**config.mk**
```make
export PLATFORM = sky130hd
export DESIGN_NAME = mlp_neuron_engine
export DESIGN_NICKNAME = d
export VERILOG_FILES = /design/src/rtl/fixed_point_pkg.sv /design/src/rtl/mlp_lane_product_tree.sv /design/src/rtl/mlp_neuron_engine.sv
export SDC_FILE = /design/constraint.sdc
export NUM_CORES = 2
export LEC_CHECK = 0
export CORE_MARGIN = 5
export CORE_UTILIZATION = 40
export DETAILED_ROUTE_END_ITERATION = 10
export PLACE_DENSITY_LB_ADDON = 0.1
export SLEW_MARGIN = 20
export SYNTH_ARGS = -nofsm -noshare
export SYNTH_HDL_FRONTEND = slang
export SYNTH_HIERARCHICAL = 1
export SYNTH_SLANG_ARGS = --single-unit
```
**constraint.sdc**
```tcl
create_clock -name clk -period 6.75 [get_ports clk]
set_input_delay 1.35 -clock clk [delete_from_list [all_inputs] [get_ports clk]]
set_output_delay 1.35 -clock clk [all_outputs]
set_load 0.005 [all_outputs]
```
**src/rtl/fixed_point_pkg.sv**
```systemverilog
// fixed_point_pkg: shared enums and signed fixed-point helpers for the neuron engine.
package fixed_point_pkg;

    typedef enum logic [1:0] {ACT_RELU, ACT_LEAKY, ACT_CLAMP, ACT_IDENT} act_type_e;
    typedef enum logic [1:0] {S_IDLE, S_ACCUM, S_DRAIN, S_HOLD} state_e;

    function automatic logic signed [63:0] sat_s(input logic signed [63:0] v, input int w);
        logic signed [63:0] hi;
        logic signed [63:0] lo;
        hi = (64'sd1 <<< (w - 1)) - 64'sd1;
        lo = -hi - 64'sd1;
        return v > hi ? hi : v < lo ? lo : v;
    endfunction

    // Round half up, then arithmetic shift right.
    function automatic logic signed [63:0] round_shift(input logic signed [63:0] v, input int sh);
        return sh == 0 ? v : (v + (64'sd1 <<< (sh - 1))) >>> sh;
    endfunction

endpackage

```
**src/rtl/mlp_lane_product_tree.sv**
```systemverilog
// mlp_lane_product_tree: registered lane multipliers followed by a registered lane adder tree.
module mlp_lane_product_tree #(
    parameter int N_LANES = 8,
    parameter int DATA_W  = 8,
    parameter int SUM_W   = 2 * DATA_W + $clog2(N_LANES)
) (
    input  logic                        clk,
    input  logic                        rst_n,
    input  logic [N_LANES*DATA_W-1:0]   data_i,
    input  logic [N_LANES*DATA_W-1:0]   weight_i,
    output logic signed [SUM_W-1:0]     sum_o
);

    localparam int PW = 2 * DATA_W;

    logic signed [PW-1:0]    prod_d [N_LANES];
    logic signed [PW-1:0]    prod_q [N_LANES];
    logic signed [SUM_W-1:0] sum_d;
    logic signed [SUM_W-1:0] sum_q;

    assign sum_o = sum_q;

    always_comb begin
        sum_d = '0;
        for (int i = 0; i < N_LANES; i++) begin
            prod_d[i] = PW'($signed(data_i[i*DATA_W +: DATA_W])) * PW'($signed(weight_i[i*DATA_W +: DATA_W]));
            sum_d     = sum_d + SUM_W'(prod_q[i]);
        end
    end

    always_ff @(posedge clk) begin
        for (int i = 0; i < N_LANES; i++)
            prod_q[i] <= rst_n ? prod_d[i] : '0;
        sum_q <= rst_n ? sum_d : '0;
    end

endmodule

```
**src/rtl/mlp_neuron_engine.sv**
```systemverilog
// mlp_neuron_engine: streams K beats per neuron, saturating accumulate, bias, activation and requantise.
module mlp_neuron_engine
    import fixed_point_pkg::*;
#(
    parameter int N_LANES     = 8,
    parameter int DATA_W      = 8,
    parameter int FRAC_BITS   = 4,
    parameter int ACC_W       = 24,
    parameter int LEAKY_SHIFT = 3
) (
    input  logic                      clk,
    input  logic                      rst_n,
    input  logic                      in_valid,
    output logic                      in_ready,
    input  logic                      in_last,
    input  logic [N_LANES*DATA_W-1:0] data_in,
    input  logic [N_LANES*DATA_W-1:0] weight_in,
    input  logic [DATA_W-1:0]         bias_in,
    input  logic [1:0]                act_type,
    output logic                      out_valid,
    input  logic                      out_ready,
    output logic [DATA_W-1:0]         result_out,
    output logic [ACC_W-1:0]          acc_out,
    output logic                      acc_sat
);

    localparam int SUM_W = 2 * DATA_W + $clog2(N_LANES);
    localparam logic signed [63:0] ONE = 64'sd1 <<< (2 * FRAC_BITS);

    state_e                  state_q, state_d;
    act_type_e               act_q;
    logic                    accept, first;
    logic                    v1_q, f1_q, l1_q, v2_q, f2_q, l2_q, done_q;
    logic                    sat_q, sat_d;
    logic signed [SUM_W-1:0] sum;
    logic signed [ACC_W-1:0] acc_q, acc_d;
    logic signed [DATA_W-1:0] bias_q, res_q, res_d;
    logic signed [63:0]      raw, pre, act_v;

    assign in_ready   = state_q == S_IDLE || state_q == S_ACCUM;
    assign accept     = in_valid && in_ready;
    assign first      = accept && state_q == S_IDLE;
    assign out_valid  = state_q == S_HOLD;
    assign result_out = res_q;
    assign acc_out    = acc_q;
    assign acc_sat    = sat_q;

    mlp_lane_product_tree #(.N_LANES(N_LANES), .DATA_W(DATA_W), .SUM_W(SUM_W)) u_tree (
        .clk      (clk),
        .rst_n    (rst_n),
        .data_i   (data_in),
        .weight_i (weight_in),
        .sum_o    (sum)
    );

    always_comb begin
        state_d = state_q;
        case (state_q)
            S_IDLE:  state_d = accept ? (in_last ? S_DRAIN : S_ACCUM) : S_IDLE;
            S_ACCUM: state_d = accept && in_last ? S_DRAIN : S_ACCUM;
            S_DRAIN: state_d = done_q ? S_HOLD : S_DRAIN;
            S_HOLD:  state_d = out_ready ? S_IDLE : S_HOLD;
            default: state_d = S_IDLE;
        endcase
    end

    // The first beat's tag zeroes the accumulator and restarts the sticky flag.
    always_comb begin
        raw   = (f2_q ? 64'sd0 : 64'(acc_q)) + 64'(sum);
        acc_d = ACC_W'(sat_s(raw, ACC_W));
        sat_d = (64'(acc_d) != raw) || (!f2_q && sat_q);
        pre   = sat_s(64'(acc_q) + (64'(bias_q) <<< FRAC_BITS), ACC_W);
        act_v = act_q == ACT_RELU  ? (pre < 0 ? 64'sd0 : pre) :
                act_q == ACT_LEAKY ? (pre < 0 ? pre >>> LEAKY_SHIFT : pre) :
                act_q == ACT_CLAMP ? (pre < 0 ? 64'sd0 : pre > ONE ? ONE : pre) : pre;
        res_d = DATA_W'(sat_s(round_shift(act_v, FRAC_BITS), DATA_W));
    end

    always_ff @(posedge clk) begin
        if (!rst_n) begin
            state_q <= S_IDLE;
            {v1_q, f1_q, l1_q, v2_q, f2_q, l2_q, done_q} <= '0;
            acc_q   <= '0;
            sat_q   <= 1'b0;
            bias_q  <= '0;
            act_q   <= ACT_RELU;
            res_q   <= '0;
        end else begin
            state_q <= state_d;
            v1_q    <= accept;
            f1_q    <= first;
            l1_q    <= in_last;
            v2_q    <= v1_q;
            f2_q    <= f1_q;
            l2_q    <= l1_q;
            done_q  <= v2_q && l2_q;
            if (v2_q) begin
                acc_q <= acc_d;
                sat_q <= sat_d;
            end
            if (first) begin
                bias_q <= $signed(bias_in);
                act_q  <= act_type_e'(act_type);
            end
            if (done_q)
                res_q <= res_d;
        end
    end

endmodule

```
==> results.yml <==
setup_path:
  r2r-start: "acc_out[5]$_SDFFE_PN0P_"
  crit_required_ns: 7.14
  crit_start: "acc_out[5]$_SDFFE_PN0P_"
  r2r_cells: 24
  crit_slowest_cell: "or4b_2"
  crit_buf_inv: 2
  regToRegSetupSlack_ns: 0.31
  cp.depth: 24
  r2r-end: "result_out[6]$_SDFFE_PN0P_"
  crit_path_end_kind: "register"
  path_cells: "ha_1 -> a211oi_1 -> o21ai_1 -> a211oi_2 -> a21o_1 -> a211oi_1 -> a2111o_1 -> nor4_4 -> o211ai_4 -> o21ai_0 -> ha_1 -> o221ai_1 -> a31o_2 -> nor3_4 -> nor2b_4 -> buf_4 -> inv_1 -> ha_1 -> or4b_2 -> nor4_4 -> and3_1 -> and4_1 -> a31oi_4 -> o32ai_1"
  criticalPathCategory: "reg2reg"
  cp.arrival_ns: 6.83
  path_common_cell: "ha_1"
  cpPeakStageDelay_ns: 0.69
  critPathTopFamily: "compound AO/OA/AOI/OAI gates"
  crit_path_end: "result_out[6]$_SDFFE_PN0P_"
  worstPathMaxFanout: 7
  startpoint_type: "register"
yosys:
  synth_compound_area_share_pct: 10.22
  yosys.area_share.xor_xnor_pct: 4.178
  async_flop_share_pct: 0
  synth_seq_cells: 199
  netlist_instances: 3898
  ys_warn_count: 6
  synth_sequential_area_ratio_pct: 11.73
  synth_top_family_by_area: "adder cells"
  synthesis.area_um2: 33960
  synth_top_area_share_pct: 32.42
  post_synth_fa_ha_maj_area_fraction_pct: 43.65
  synth_top_cell_by_area: "fa_1"
  synthFlopType: "dfxtp_1"
  synth_fp_nets: 4895
  synthMuxAreaShare_pct: 0.9137
  synth_edf_count: 0
  synth_simple_gate_area_share_pct: 18.55
  synth_area_leaders: "fa_1 (32%), dfxtp_1 (12%), ha_1 (11%), inv_1 (10%), and2_1 (7.3%)"
  syn_area_per_cell_um2: 8.712
  ys_types: 94
timing:
  timing.fmax_mhz: 155.2
  setup_viol: 0
  slew-limit-headroom_pct: 40.04
  drv_slew: 0
  timing.final.crit_share_pct: 95.44
  fin_crit_ns: 6.442
  tightest_slew_ns: 0.8981
  finalClockSkew_ns: 0.01921
  layout_setup_ws_ns: 0.3081
  hold_violations: 0
  fin_worst_hold_slack_ns: 0.4400
  fin_tns_setup_ns: 0
cts:
  numCtsBuffers: 17
  root_buffer: "clkbuf_16"
  clockBufferDepth: 2
  htree_levels: 4
  cts.sinks: 199
  cts.clk_slew.worst_paths_ns: 0.08
  cts_tree: "yes"
  insertion_delay_ns: 0.49
global_route:
  grt_overflow_total: 0
  grt_pass1_vias: 26510
  antenna_found_initial: 0
  track_usage_pct: 19.13
  grt_first_pass_wirelength_um: 140400
  grt_max_degree: 59
final_layout:
  diodes: 0
  area_growth_pct: 12.08
  regArea_um2: 3988
  design_area_um2: 38060
  final_nets: 5085
  finalNonFillerCells: 5235
  drive_above_1_share_pct: 3.755
  nFillCells: 8426
  multi_input_area_um2: 26430
floorplan:
  ios: 178
  row_count: 106
  coreArea_um2: 83950
  die_area_um2: 90820
  start_util_pct: 40.45
  die_w_um: 301.4
  die_h_um: 301.4
min_path:
  min_path_cells: 1
  hold_path_class: "reg2reg"
placement:
  dpl_cell_area_um2: 37280
  globalplace.congestion: 0.8984
  preCtsSetupSlack_ns: 0.001005
  io_buffer_count: 177
  dp_hpwl_um: 72110
  place_inst: 5202
drt:
  viasPerCell: 4.848
  first_iter_violations: 1132
  wl_per_cell_um: 16.11
  wl_um: 84340
  vias: 25380
  drcViolationCount: 0
  ant_nets: 0
  first_pass_iters: 7
pwr:
  p_leak_uw: 0.01795
  pwr_density_cell_nw_per_um2: 530.2
  ir_drop_uv: 967.3
flow_run:
  max_cap_violations: 0
run_status:
  status: "finished, final reports clean"
per-layer routing:
| layer | GRT usage [%] | part of all wire (%) | vias up |
|---|---|---|---|
| met3 | 2.080 | 2.9 | 56 |
| met1 | 26.44 | 47 | 12390 |
| li1 | - | - | 12570 |
| met2 | 33.03 | 49 | 367 |
| met5 | 0 | 0 | - |
| met4 | 3.248 | 1.3 | 0 |
synthesized netlist by cell type (62+ instances only):
library cell    n
a21oi_1       123
nor2_1        244
xnor2_1       123
inv_1         911
dfxtp_1       199
ha_1          304
o21ai_0        84
nand2_1       196
nor3_1         62
nor2b_1        95
fa_1          550
and2_1        395
registers in the layout (all words and copies together), names as in the netlist:
register	count
f1_q	1
f2_q	1
l2_q	1
acc_sat	1
u_tree/sum_o	19
u_tree/prod_q	128
act_q	2
v1_q	1
acc_out	24
bias_q	8
l1_q	1
result_out	8
done_q	1
state_q	2
v2_q	1
worst min path at each step:
stage               startpoint  slack, ns         endpoint
6_report       l1_q$_SDFF_PN0_       0.44  l2_q$_SDFF_PN0_
3_5_place_dp   l1_q$_SDFF_PN0_       0.42  l2_q$_SDFF_PN0_
5_1_grt        f1_q$_SDFF_PN0_       0.47  f2_q$_SDFF_PN0_
4_1_cts        l1_q$_SDFF_PN0_       0.44  l2_q$_SDFF_PN0_
2_1_floorplan  f1_q$_SDFF_PN0_       0.41  f2_q$_SDFF_PN0_
3_3_place_gp   f1_q$_SDFF_PN0_       0.42  f2_q$_SDFF_PN0_
layout make-up:
class                           count  share of cell area [%]
Multi-Input combinational cell   2732                   69.44
Sequential cell                   199                   10.48
Inverter                          912                   8.997
Timing Repair Buffer              226                   5.615
Tap cell                         1134                   3.728
Clock buffer                       17                   1.118
Clock inverter                     15                  0.6246
timing repair:
action / in CTS / in global routing
resized for setup: 2 / 21
hold buffers: 0 / 0
setup endpoints to repair: 4 / 7
buffers inserted: 0 / 1
pin swaps: 0 / 5
stage by stage:
stage          total power (uW)  util [%]
2_1_floorplan             15140         -
3_3_place_gp              19080     44.41
3_5_place_dp              19100     44.41
4_1_cts                   20390     45.20
5_1_grt                   23050     45.34
6_report                  20180     45.34
power breakdown:
part | internal, uW | switching, uW | total (uW) | leakage [uW]
clock | 534 | 603 | 1140 | 0.000320
combinational | 7360 | 9890 | 17200 | 0.0160
sequential | 1620 | 187 | 1800 | 0.00165
total | 9500 | 10700 | 20200 | 0.0180
placed cells by master (no fill, tap or decap), types with 7 or more instances in the layout:
| cell | n |
|---|---|
| nor3b_1 | 12 |
| o41ai_1 | 15 |
| nand3_1 | 31 |
| o21bai_1 | 17 |
| o21a_1 | 26 |
| and3_1 | 24 |
| a21o_1 | 35 |
| and2_1 | 395 |
| a21oi_1 | 122 |
| clkbuf_16 | 17 |
| xnor2_1 | 123 |
| o221ai_1 | 7 |
| dfxtp_1 | 198 |
| nor3_1 | 61 |
| a211oi_1 | 30 |
| mux2_2 | 10 |
| ha_1 | 304 |
| a31oi_1 | 11 |
| or2_2 | 7 |
| nand2b_1 | 49 |
| o211ai_1 | 12 |
| nor4_1 | 15 |
| o22ai_1 | 26 |
| fa_1 | 550 |
| inv_1 | 911 |
| o21ai_0 | 82 |
| nor2_1 | 243 |
| o32ai_1 | 7 |
| xor2_1 | 39 |
| nor2b_1 | 94 |
| buf_4 | 50 |
| nand2_1 | 196 |
| nand4_1 | 10 |
| or3_1 | 13 |
| a21boi_0 | 8 |
| o31ai_1 | 10 |
| mux2i_1 | 15 |
| clkdlybuf4s50_1 | 176 |
cells by family after synthesis:
group	after synthesis
flip-flops	199
XOR/XNOR	162
adder cells (fa/ha/maj)	855
buffers and inverters	967
AND/OR/NAND/NOR	1185
multiplexers	28
AO/OA/AOI/OAI	502
(Power assumes the default switching activity.)
